### src/rtl/fetch_issue_unit_if.sv
// fetch_issue_unit_if
//   Bundles the instruction-memory port, the redirect port and the issue
//   handshake of the fetch/issue front end.
//   master : the fetch unit (drives im_rd/im_addr, issue_*, halted)
//   slave  : the surroundings (memory, control unit, redirect source)
//   Signals:
//     im_rd, im_addr          fetch request and word address
//     im_valid, im_rdata      in-order returned instruction word
//     redirect_valid/pc       one-cycle flush plus new PC
//     issue_valid/ready       head-of-queue handshake toward the control unit
//     opcode, instr, issue_pc head instruction, its opcode and fetch address
//     halted                  a HALT was issued and fetching has stopped
interface fetch_issue_unit_if #(
  parameter int PC_W = 8
);
  logic            im_rd;
  logic [PC_W-1:0] im_addr;
  logic            im_valid;
  logic [31:0]     im_rdata;
  logic            redirect_valid;
  logic [PC_W-1:0] redirect_pc;
  logic            issue_valid;
  logic            issue_ready;
  logic [5:0]      opcode;
  logic [31:0]     instr;
  logic [PC_W-1:0] issue_pc;
  logic            halted;

  modport master (
    output im_rd, im_addr,
    input  im_valid, im_rdata,
    input  redirect_valid, redirect_pc,
    output issue_valid,
    input  issue_ready,
    output opcode, instr, issue_pc, halted
  );

  modport slave (
    input  im_rd, im_addr,
    output im_valid, im_rdata,
    output redirect_valid, redirect_pc,
    input  issue_valid,
    output issue_ready,
    input  opcode, instr, issue_pc, halted
  );
endinterface

### src/rtl/fetch_issue_unit.sv
// fetch_issue_unit
//   Front end of the RISC CPU. Owns the PC, requests words from instruction
//   memory, keeps them in a small in-order prefetch queue and offers the head
//   to the control unit over valid/ready. A redirect flushes everything and
//   reloads the PC; issuing a HALT opcode stops fetching until a redirect.
//   Ports:
//     clk    rising-edge clock
//     reset  asynchronous, active-high
//     bus    fetch_issue_unit_if.master (memory, redirect and issue signals)
//   Parameters:
//     PC_W     PC / word-address width
//     DEPTH    queue entries and maximum requests in flight (power of 2, >=2)
//     RESET_PC PC loaded on reset
//     HALT_OP  opcode (instr[31:26]) that halts fetching once issued
module fetch_issue_unit #(
  parameter int PC_W     = 8,
  parameter int DEPTH    = 4,
  parameter int RESET_PC = 0,
  parameter int HALT_OP  = 63
) (
  input logic                clk,
  input logic                reset,
  fetch_issue_unit_if.master bus
);

  localparam int AW = $clog2(DEPTH);
  localparam int CW = AW + 1;
  localparam logic [PC_W-1:0] RESET_PC_V = RESET_PC[PC_W-1:0];
  localparam logic [5:0]      HALT_OP_V  = HALT_OP[5:0];
  localparam logic [CW:0]     DEPTH_V    = (CW+1)'(DEPTH);

  typedef enum logic [1:0] {
    S_RUN,
    S_HALT_PEND,
    S_HALTED
  } state_t;

  state_t          r_state;
  logic            r_halted;
  logic [PC_W-1:0] r_pc;
  logic [CW-1:0]   r_inflight;
  logic [CW-1:0]   r_discard;
  logic [CW-1:0]   r_count;
  logic [AW-1:0]   r_qWr;
  logic [AW-1:0]   r_qRd;
  logic [AW-1:0]   r_aWr;
  logic [AW-1:0]   r_aRd;
  logic [31:0]     r_qInstr [DEPTH];
  logic [PC_W-1:0] r_qPc    [DEPTH];
  logic [PC_W-1:0] r_aPc    [DEPTH];

  logic            w_xfer;
  logic            w_headHalt;
  logic            w_haltXfer;
  logic            w_flush;
  logic            w_drop;
  logic            w_push;
  logic            w_rd;
  logic [CW:0]     w_occupancy;
  logic [CW-1:0]   w_countNext;
  logic [CW-1:0]   w_discardNext;

  // Queue occupancy plus outstanding requests is the credit that keeps the
  // queue from ever overflowing, so a request is only made below DEPTH.
  assign w_occupancy = {1'b0, r_count} + {1'b0, r_inflight};
  assign w_rd = !reset && (r_state == S_RUN) && !bus.redirect_valid
                && (w_occupancy < DEPTH_V);

  assign w_xfer     = bus.issue_valid && bus.issue_ready;
  assign w_headHalt = (r_qInstr[r_qRd][31:26] == HALT_OP_V);
  assign w_haltXfer = w_xfer && w_headHalt && !bus.redirect_valid;
  // Both a redirect and an issued HALT throw away the queue and every
  // word still on its way back from memory.
  assign w_flush    = bus.redirect_valid || w_haltXfer;
  assign w_drop     = bus.im_valid && (r_discard != '0);
  assign w_push     = bus.im_valid && !w_drop && !w_flush;

  assign bus.im_rd       = w_rd;
  assign bus.im_addr     = r_pc;
  assign bus.issue_valid = (r_count != '0);
  assign bus.opcode      = r_qInstr[r_qRd][31:26];
  assign bus.instr       = r_qInstr[r_qRd];
  assign bus.issue_pc    = r_qPc[r_qRd];
  assign bus.halted      = r_halted;

  // Next queue count and discard budget. On a flush every request still
  // outstanding after this cycle must be dropped, which is exactly the
  // in-flight count minus a word returning right now; that already covers
  // any discards left over from an earlier flush.
  always_comb begin
    w_countNext   = r_count;
    w_discardNext = r_discard;
    if (w_flush) begin
      w_countNext   = '0;
      w_discardNext = r_inflight - CW'(bus.im_valid);
    end else begin
      w_countNext = r_count + CW'(w_push) - CW'(w_xfer);
      if (w_drop) begin
        w_discardNext = r_discard - CW'(1);
      end
    end
  end

  // PC, request bookkeeping and queue pointers.
  always_ff @(posedge clk or posedge reset) begin
    if (reset) begin
      r_pc       <= RESET_PC_V;
      r_inflight <= '0;
      r_discard  <= '0;
      r_count    <= '0;
      r_qWr      <= '0;
      r_qRd      <= '0;
      r_aWr      <= '0;
      r_aRd      <= '0;
    end else begin
      r_inflight <= r_inflight + CW'(w_rd) - CW'(bus.im_valid);
      r_discard  <= w_discardNext;
      r_count    <= w_countNext;
      if (bus.redirect_valid) begin
        r_pc <= bus.redirect_pc;
      end else if (w_rd) begin
        r_pc <= r_pc + PC_W'(1);
      end
      // The address FIFO tracks every outstanding request, dropped or not,
      // so it advances on each request and each return regardless of flush.
      if (w_rd) begin
        r_aWr <= r_aWr + AW'(1);
      end
      if (bus.im_valid) begin
        r_aRd <= r_aRd + AW'(1);
      end
      if (w_flush) begin
        r_qRd <= r_qWr;
      end else begin
        if (w_push) begin
          r_qWr <= r_qWr + AW'(1);
        end
        if (w_xfer) begin
          r_qRd <= r_qRd + AW'(1);
        end
      end
    end
  end

  // Storage for the queue entries and the fetch-address FIFO. Entries are
  // cleared on reset so the issue outputs read zero straight out of reset.
  always_ff @(posedge clk or posedge reset) begin
    if (reset) begin
      for (int i = 0; i < DEPTH; i++) begin
        r_qInstr[i] <= '0;
        r_qPc[i]    <= '0;
        r_aPc[i]    <= '0;
      end
    end else begin
      if (w_rd) begin
        r_aPc[r_aWr] <= r_pc;
      end
      if (w_push) begin
        r_qInstr[r_qWr] <= bus.im_rdata;
        r_qPc[r_qWr]    <= r_aPc[r_aRd];
      end
    end
  end

  // Halt control: a pushed HALT stops new requests, issuing it halts the
  // front end, and only a redirect (or reset) starts it running again.
  always_ff @(posedge clk or posedge reset) begin
    if (reset) begin
      r_state  <= S_RUN;
      r_halted <= 1'b0;
    end else begin
      if (bus.redirect_valid) begin
        r_state  <= S_RUN;
        r_halted <= 1'b0;
      end else if (w_haltXfer) begin
        r_state  <= S_HALTED;
        r_halted <= 1'b1;
      end else if (w_push && (bus.im_rdata[31:26] == HALT_OP_V)
                   && (r_state == S_RUN)) begin
        r_state <= S_HALT_PEND;
      end
    end
  end

endmodule
### src/flat_wrapper.sv
// flat-port wrapper written by rule: the top's interface ports become plain ports
module fetch_issue_unit_flat 
#(
  parameter int PC_W     = 8,
  parameter int DEPTH    = 4,
  parameter int RESET_PC = 0,
  parameter int HALT_OP  = 63
)
  (clk, reset, bus_im_rd, bus_im_addr, bus_im_valid, bus_im_rdata, bus_redirect_valid, bus_redirect_pc, bus_issue_valid, bus_issue_ready, bus_opcode, bus_instr, bus_issue_pc, bus_halted);
  fetch_issue_unit_if #(.PC_W(PC_W)) bus_i ();
  input logic clk;
  input logic reset;
  output wire logic [$bits(bus_i.im_rd)-1:0] bus_im_rd;
  output wire logic [$bits(bus_i.im_addr)-1:0] bus_im_addr;
  input wire logic [$bits(bus_i.im_valid)-1:0] bus_im_valid;
  input wire logic [$bits(bus_i.im_rdata)-1:0] bus_im_rdata;
  input wire logic [$bits(bus_i.redirect_valid)-1:0] bus_redirect_valid;
  input wire logic [$bits(bus_i.redirect_pc)-1:0] bus_redirect_pc;
  output wire logic [$bits(bus_i.issue_valid)-1:0] bus_issue_valid;
  input wire logic [$bits(bus_i.issue_ready)-1:0] bus_issue_ready;
  output wire logic [$bits(bus_i.opcode)-1:0] bus_opcode;
  output wire logic [$bits(bus_i.instr)-1:0] bus_instr;
  output wire logic [$bits(bus_i.issue_pc)-1:0] bus_issue_pc;
  output wire logic [$bits(bus_i.halted)-1:0] bus_halted;
  assign bus_im_rd = bus_i.im_rd;
  assign bus_im_addr = bus_i.im_addr;
  assign bus_i.im_valid = bus_im_valid;
  assign bus_i.im_rdata = bus_im_rdata;
  assign bus_i.redirect_valid = bus_redirect_valid;
  assign bus_i.redirect_pc = bus_redirect_pc;
  assign bus_issue_valid = bus_i.issue_valid;
  assign bus_i.issue_ready = bus_issue_ready;
  assign bus_opcode = bus_i.opcode;
  assign bus_instr = bus_i.instr;
  assign bus_issue_pc = bus_i.issue_pc;
  assign bus_halted = bus_i.halted;
  fetch_issue_unit #(.PC_W(PC_W), .DEPTH(DEPTH), .RESET_PC(RESET_PC), .HALT_OP(HALT_OP)) u_core (.clk(clk), .reset(reset), .bus(bus_i));
endmodule
### config.mk
export PLATFORM = sky130hd
export DESIGN_NAME = fetch_issue_unit_flat
export DESIGN_NICKNAME = d
export VERILOG_FILES = /design/src/rtl/fetch_issue_unit_if.sv /design/src/rtl/fetch_issue_unit.sv /design/src/flat_wrapper.sv
export SDC_FILE = /design/constraint.sdc
export NUM_CORES = 1
export LEC_CHECK = 0
export CORE_ASPECT_RATIO = 0.9
export CORE_MARGIN = 2
export CORE_UTILIZATION = 52
export CTS_CLUSTER_DIAMETER = 50
export DETAILED_ROUTE_END_ITERATION = 6
export HOLD_SLACK_MARGIN = 0.12
export PLACE_DENSITY_LB_ADDON = 0.2
export SYNTH_ARGS = -nofsm -noshare
export SYNTH_HDL_FRONTEND = slang
export SYNTH_SLANG_ARGS = --single-unit
export TNS_END_PERCENT = 1
### constraint.sdc
create_clock -name clk -period 7.65 [get_ports clk]
set_clock_uncertainty 0.15 [all_clocks]
set_input_delay 1.53 -clock clk [delete_from_list [all_inputs] [get_ports clk]]
set_output_delay 1.53 -clock clk [all_outputs]
set_load 0.02 [all_outputs]
Yosys cells after proc, flatten, opt, wreduce, memory -nomap -nowiden --
Index checks and enable logic that the tools add are counted.
Operators by class: $add $sub $neg 12, multiply operators 0, divide/modulo/power cells 0, order comparisons 7, equal/unequal tests 2, shift-type cells 0, mux-type cells 30, bitwise operators 5, reductions and logical operators 27
Operators with widths (number):
- 128-bit bitwise mux | 1
- 32-bit two-way mux | 3
- 32-bit binary-select mux with 2-bit select | 1
- 32-bit bitwise mux | 2
- 32-bit demux with 2-bit select | 1
- 8-bit two-way mux | 8
- 8-bit binary-select mux with 2-bit select | 2
- 8-bit demux with 2-bit select | 2
- 1-bit logical AND | 13
- 6-bit equality test, second input constant | 2
- 3-bit greater-or-equal comparator, second input constant | 4
- 2-bit NOT with 3-bit output | 4
- 2-bit two-way mux | 5
- 3-bit two-way mux | 3
- 3-bit nonzero test | 3
- 3-bit by 1-bit subtractor with 3-bit output | 3
- 2-bit by 1-bit adder with 2-bit output, second input constant | 4
- 8-bit by 1-bit adder with 8-bit output, second input constant | 1
- 2-bit nonzero test | 4
- 3-bit by 1-bit adder with 3-bit output | 2
- 3-bit by 1-bit < comparator with 1-bit output, second input constant | 2
- 3-bit by 3-bit adder with 4-bit output | 1
- 1-bit zero test | 4
- 4-bit by 3-bit < comparator with 1-bit output, second input constant | 1
- 6 further kinds | 7
Storage, ports and cells: bits in registers 220, bits in latches 0, bits in writable memories 0, memory bits (read-only) 0, input port bits 45, output and inout bits 57, word-level logic and storage cells 105, memories kept 0

Logic depth before layout (Yosys ltp) --
Gate-level depths: netlist (run 1).
depth in word-level cells 15, gate-level depth with buffers 12, gate-level depth less buffers 12

Worst setup path after synthesis (run 1) --
Ideal clock, no wire load.
path kind input to output, from input port bus_redirect_valid, to output port bus_im_rd, arrival time 2.387 ns, data required time 5.970 ns, slack 3.583 ns, stages 5, path buffers 2, cells stage by stage clkbuf_1 nor4_1 nand3_1 clkinv_1 buf_2
Between the ends: cells in the longest elaborated chain, start to end 3
Ends and longest elaborated chain:
- from (decl) | RTL line flat_wrapper.sv:17 | input wire logic [$bits(bus_i.redirect_valid)-1:0] bus_redirect_valid;
- 1-bit zero test | RTL line fetch_issue_unit.sv:66 | assign w_rd = !reset && (r_state == S_RUN) && !bus.redirect_valid
- 1-bit logical AND | RTL line fetch_issue_unit.sv:66
- 1-bit logical AND | RTL line fetch_issue_unit.sv:67 | && (w_occupancy < DEPTH_V);
- to (decl) | RTL line flat_wrapper.sv:13 | output wire logic [$bits(bus_i.im_rd)-1:0] bus_im_rd;
No other way between the ends.

Worst setup path after layout (run 1) --
Ends and elaborated chain as after synthesis.

==> run metrics, run 1 <==
worst hold margin 0.352 ns; gr ovfl total 0; post-synth top area share 51.3%; endpoints failing setup 0; placement row count between 40 and 50; via count between 5k and 6k; synthesized flop and latch total between 200 and 250; Max clock buf depth 3; Initial Util about 53%; H-tree levels 1; clock root cell clkbuf_16; CP dominant cell by count clkdlybuf4s50_1; antenna violations before repair 1; All-Layer GR Usage between 20% and 30%; Pleak about 6.3 nW; post-synthesis cell area between 0.01 and 0.015 mm²; Die X roughly 160 µm; Routability Congestion between 0.8 and 0.9; fraction of layout cells with a size suffix above 1 between 40% and 50%; Cells after DPL approximately 950; filler-free cell count of the finished design roughly 1k; syn nets about 700; Crit path arrival time approximately 4 ns; setup tns final 0 ns; WL/cell 21.9 µm; Finished Cell Area around 0.013 mm²; most frequent cells in the layout dfrtp_1 (218), mux2_4 (160), clkdlybuf4s50_1 (101), mux4_2 (48), mux2_2 (36); TritonCTS Buffers 28; Die Ht approximately 140 µm; die area ~0.022 mm²; most common cell after layout, fill and taps aside dfrtp_1; CTS sink count 220; vias in the first global route 6,559; clock edge transition at the registers on the reported setup and hold paths ~0.060 ns; sequential fraction of the synthesis area between 50% and 60%; worst path cell trace clkdlybuf4s50_1, nor4_1, nand3_1, clkinv_1, clkdlybuf4s50_1; Least-Margin Pin Slew around 1.3 ns; Synth area leader dfrtp_1; WS Path Type in -> out; Post-synth EDFFs 0; Hold-fix buffers, CTS 0; DRT Wirelength about 22 mm; Setup WS pre-CTS 1.91 ns; core area 0.0201 mm²; Resized Gates After CTS 0; main flop type after synthesis dfrtp_1; crit path from bus_redirect_valid; Final Power about 5.2 mW; Fin. Hold Viols 0; Tcrit/Tclk final 75.6%; CP endpoint kind output port; Tmin final a little under 6 ns; worst hold start u_core.r_qInstr[100]$_DFFE_PP0P_; hold crit path type reg -> reg; outcome finished clean; Worst path max stage delay around 0.73 ns; Register Area 0.00551 mm²; fin nets 793; Unique masters post-synth 43; largest net degree at the start of global routing 221; first-pass GRT wire length approximately 37 mm; largest cells by area after synthesis dfrtp_1 (51%), mux2_4 (22%), mux4_2 (10%), mux2_2 (3.8%), ha_1 (2.2%); remaining antenna violation count 0; footprint of the multi-input gates between 0.004 and 0.005 mm²; post-DR vias/cell between 5 and 6; post-synthesis async set-or-reset flop share 100%; Max Clock Freq between 150 and 200 MHz; relative slew slack approximately an eighth; area growth from synthesis to layout 19.4%; pwr/cell area slightly above 400 mW/mm²; postcts setup bufs 0; peak supply drop 0.238 mV; TritonCTS clock tree done; worst r2r src u_core.r_qRd[0]$_DFFE_PP0P_; maxcap violations 0; Synth Warn # 0; Slew Viols, Final 0; drt first pass iters 4; worst-skew pair later-pin latency between 0.5 and 0.6 ns; Avg Cell Area, Syn between 15 and 20 µm²; Post-DP Area 0.0118 mm²; cells after synthesis 630; Inserted Diodes 0; final core utilization a little under two thirds; CP Launch Type primary input; crit path max-delay cell type clkdlybuf4s50_1; hpwl dp between 10 and 15 mm; critical-path maximum fanout 17; final worst setup slack approximately 1.9 ns; unrepaired setup endpoints after global routing no; 1st-iter DRT viols between 300 and 400; I/O pin total between 100 and 150; WP data required 5.97 ns; fillers 1,398; DRC 0; PortBufs roughly 100
[worst paths after layout]
path                                               endpoint  slack (ns)  cells after the start
setup / recovery                                  bus_im_rd        1.87                      5
hold / removal             u_core.r_qInstr[100]$_DFFE_PP0P_        0.35                      1
setup reg to reg               u_core.r_qPc[15]$_DFFE_PP0P_        3.49                      6
hold reg to reg            u_core.r_qInstr[100]$_DFFE_PP0P_        0.35                      1
max in group asynchronous       u_core.r_qRd[1]$_DFFE_PP0P_        4.79                      3
min in group asynchronous     u_core.bus.halted$_DFFE_PP0N_        1.42                      3
[worst max-delay path: cells and delay by family]
kind	cells	cell delay [ns]
buf+inv	3	1.83
simple gates	2	0.74
[flip-flops by register name (all words and copies together) (netlist names)]
name                count
u_core.bus.im_addr      8
u_core.r_qRd            2
u_core.r_aPc           32
u_core.bus.halted       1
u_core.r_inflight       3
u_core.r_aRd            2
u_core.r_state          2
u_core.r_qWr            2
u_core.r_count          3
u_core.r_qPc           32
u_core.r_qInstr       128
u_core.r_aWr            2
u_core.r_discard        3
[cell usage after synthesis (all sizes together) (2+ instances only)]
| master | number |
|---|---|
| nor3b | 2 |
| mux2i | 9 |
| mux2 | 196 |
| a221o | 6 |
| and3 | 3 |
| nand3 | 7 |
| nor2 | 7 |
| nand2 | 11 |
| o21ai | 3 |
| fa | 2 |
| mux4 | 48 |
| nor3 | 4 |
| dfrtp | 220 |
| buf | 32 |
| xnor2 | 8 |
| inv | 19 |
| clkbuf | 8 |
| xor2 | 5 |
| ha | 19 |
| nor4 | 2 |
| a21oi | 3 |
| o211ai | 4 |
[cells by family (layout without fill, tap and decap cells)]
kind of cell    after synthesis  in the layout  synth area share [%]
mux                         253            253                  37.1
flops                       220            220                  51.3
buf+inv                      60            178                  3.64
simple gates                 42             42                  2.24
fa+ha+maj                    21             21                  2.59
compound gates               21             21                  2.03
xor+xnor                     13             13                  1.06
[cell type report]
class / instances / share of cell area [%]
multi-input combinational: 350 / 37.7
clock buffer: 35 / 6.15
timing repair buffer: 107 / 8.35
sequential: 220 / 43.0
clock inverter: 16 / 1.67
tap: 255 / 2.49
inverter: 20 / 0.616
[power by group]
group | switching [mW] | leakage (nW) | internal [mW] | total, mW
clock network | 0.540 | 0.483 | 0.844 | 1.38
logic | 0.736 | 2.91 | 1.16 | 1.89
registers | 0.366 | 2.90 | 1.58 | 1.95
total | 1.64 | 6.28 | 3.58 | 5.23
[layer usage]
layer / up-vias / wire [µm] / part of all wire, % / global-route usage, %
met1: 3014 / 9800 / 45 / 29.1
met3: 44 / 941 / 4.3 / 3.87
met4: 2 / 416 / 1.9 / 5.50
li1: 2501 / - / - / -
met2: 136 / 10800 / 49 / 35.0
met5: - / 11 / 0.050 / 0
No activity file was read; power rests on OpenSTA's default activity.
==> run 2, diff against run 1 <==
clock period = 5.3 ns   (was 7.65 ns; I/O delays follow)
==> run 2 against run 1 <==
  * Worst setup slack lost 0.95 ns
  * First-iteration DRC count down 17%
  * Largest cell class unchanged
  * Highest routed layer unchanged
  * Wire length decreased by 0.10%
==> run metrics, run 2 (synthesis results as in run 1) <==
met3 wire len 825 µm (-12%); worst path cell trace clkdlybuf4s50_1, buf_4, nor4_1, nand3_1, buf_4, clkinv_1, clkdlybuf4s50_1; Inserted Diodes 0 (unchanged); via count 5,688 (-0.16%); Final Power 7.53 mW (+44%); Max Clock Freq approximately 230 MHz; relative slew slack 19.4% (+7.5 points); endpoints failing setup 0 (unchanged); fillers 1,392 (-0.43%); Max clock buf depth 3 (unchanged); most common cell after layout, fill and taps aside dfrtp_1; Tcrit/Tclk final a little over 80%; Least-Margin Pin Slew 1.21 ns (-0.113 ns); WP data required 4.09 ns (-1.88 ns); final core utilization 63.7% (about the same); CTS sink count 220 (unchanged); DRT met1 WL 9.64 mm (-1.6%); first-pass GRT wire length 36.5 mm (-0.73%); die area 0.0218 mm² (unchanged); delay-heaviest family, CP buffers and inverters; WL/cell 21.9 µm (about the same); unrepaired setup endpoints after global routing no; remaining antenna violation count 0 (unchanged); WS Path Type in -> out; outcome finished clean; hpwl dp 13.4 mm (-1.3%); I/O pin total 102 (unchanged); Cells after DPL 955 (+0.32%); Initial Util 53.3% (unchanged); All-Layer GR Usage 21.1% (-0.091 points); Crit path arrival time 3.17 ns (-0.93 ns); largest net degree at the start of global routing 176 (-20%); clock edge transition at the registers on the reported setup and hold paths 0.05 ns (about the same); final worst setup slack 0.921 ns (-0.946 ns); max reg flops 128 (unchanged); Pleak 6.29 nW (+0.12%); PortBufs 101 (unchanged); DRT Wirelength 22.0 mm (-0.10%); fraction of layout cells with a size suffix above 1 41.5% (-0.21 points); Slew Viols, Final 0 (unchanged); clock root cell clkbuf_16; antenna violations before repair 1 (unchanged); vias in the first global route 6,573 (+0.21%); post-DR vias/cell 5.68 (about the same); pwr/cell area 588 mW/mm² (+44%); 1st-iter DRT viols 271 (-17%); critical-path maximum fanout 17 (unchanged); H-tree levels 1 (unchanged); TritonCTS Buffers 26 (-7.1%); Setup WS pre-CTS 0.911 ns (-0.999 ns); placement row count 49 (unchanged); postcts setup bufs 0 (unchanged); TritonCTS clock tree done; Top reg by flops u_core.r_qInstr; Worst Path Buf+Inv 5 (+2); R2R setup slack 1.77 ns (-1.72 ns); Die Ht 140 µm (unchanged); Finished Cell Area 0.0128 mm² (about the same); crit path max-delay cell type clkdlybuf4s50_1; Worst path max stage delay 0.67 ns (-0.06 ns); DR WL met2 11.2 mm (+3.3%); worst-skew pair later-pin latency 0.52 ns (-0.02 ns); core area 0.0201 mm² (unchanged); drt first pass iters 4 (unchanged); fin nets 794 (+0.13%); Top Registers u_core.r_qInstr x128, u_core.r_aPc x32, u_core.r_qPc x32; Die X 155 µm (unchanged); Tmin final roughly 4.4 ns; Post-DP Area 0.0118 mm² (+0.30%); top routing layer in use met5; worst hold margin 0.352 ns (+0.000170 ns); DRC 0 (unchanged); gr ovfl total 0 (unchanged); CP endpoint kind output port; peak supply drop 0.360 mV (+51%); CP Launch Type primary input; Resized Gates After CTS 0 (unchanged); area growth from synthesis to layout 19.4% (about the same); hold crit path type reg -> reg; most frequent cells in the layout dfrtp_1 (218), mux2_4 (160), clkdlybuf4s50_1 (101), mux4_2 (48), mux2_2 (36); maxcap violations 0 (unchanged); Hold-fix buffers, CTS 0 (unchanged); setup tns final 0 ns (unchanged); Fin. Hold Viols 0 (unchanged); Routability Congestion 0.798 (-1.2%); filler-free cell count of the finished design 1,002 (-0.10%)
-- run 2: cell count changes in the layout (fill, tap and decap cells not counted), moves of 2 or more --
| cell | change |
|---|---|
| clkbuf_8 | -3 |
| bufinv_16 | +3 |
| clkinv_2 | +2 |
| buf_4 | +2 |
| clkinv_8 | -2 |
| inv_6 | -4 |
-- run 2: area by class of cell --
| cell class | count | area, µm² | area share (%) |
|---|---|---|---|
| clock inverter | 15 | 248 | 1.93 |
| multi-input combinational | 350 | 4830 | 37.7 |
| sequential | 220 | 5510 | 43.0 |
| tap | 255 | 319 | 2.49 |
| timing repair buffer | 110 | 1100 | 8.61 |
| clock buffer | 32 | 724 | 5.66 |
| inverter | 20 | 78.8 | 0.615 |
-- run 2: layer usage --
metal | vias up | GRT usage, %
met2 | 110 | 36.4
met4 | 2 | 4.06
met3 | 29 | 3.68
met1 | 3049 | 28.3
met5 | - | 0
li1 | 2498 | -
-- run 2: path summary, 6_finish.rpt --
| kind | start | to | depth (start not counted) |
|---|---|---|---|
| max | bus_redirect_valid | bus_im_rd | 7 |
| min | u_core.r_aPc[14]$_DFFE_PP0P_ | u_core.r_aPc[14]$_DFFE_PP0P_ | 1 |
| max reg2reg | u_core.r_qRd[1]$_DFFE_PP0P_ | u_core.r_qPc[20]$_DFFE_PP0P_ | 5 |
| min reg2reg | u_core.r_aPc[14]$_DFFE_PP0P_ | u_core.r_aPc[14]$_DFFE_PP0P_ | 1 |
| max in group asynchronous | reset | u_core.r_qRd[0]$_DFFE_PP0P_ | 3 |
| min in group asynchronous | reset | u_core.r_qInstr[2]$_DFFE_PP0P_ | 3 |
-- run 2: report_power, final --
group,switching [mW],internal (mW)
combinational,1.06,1.68
sequential,0.523,2.29
clock,0.710,1.27
total,2.29,5.24
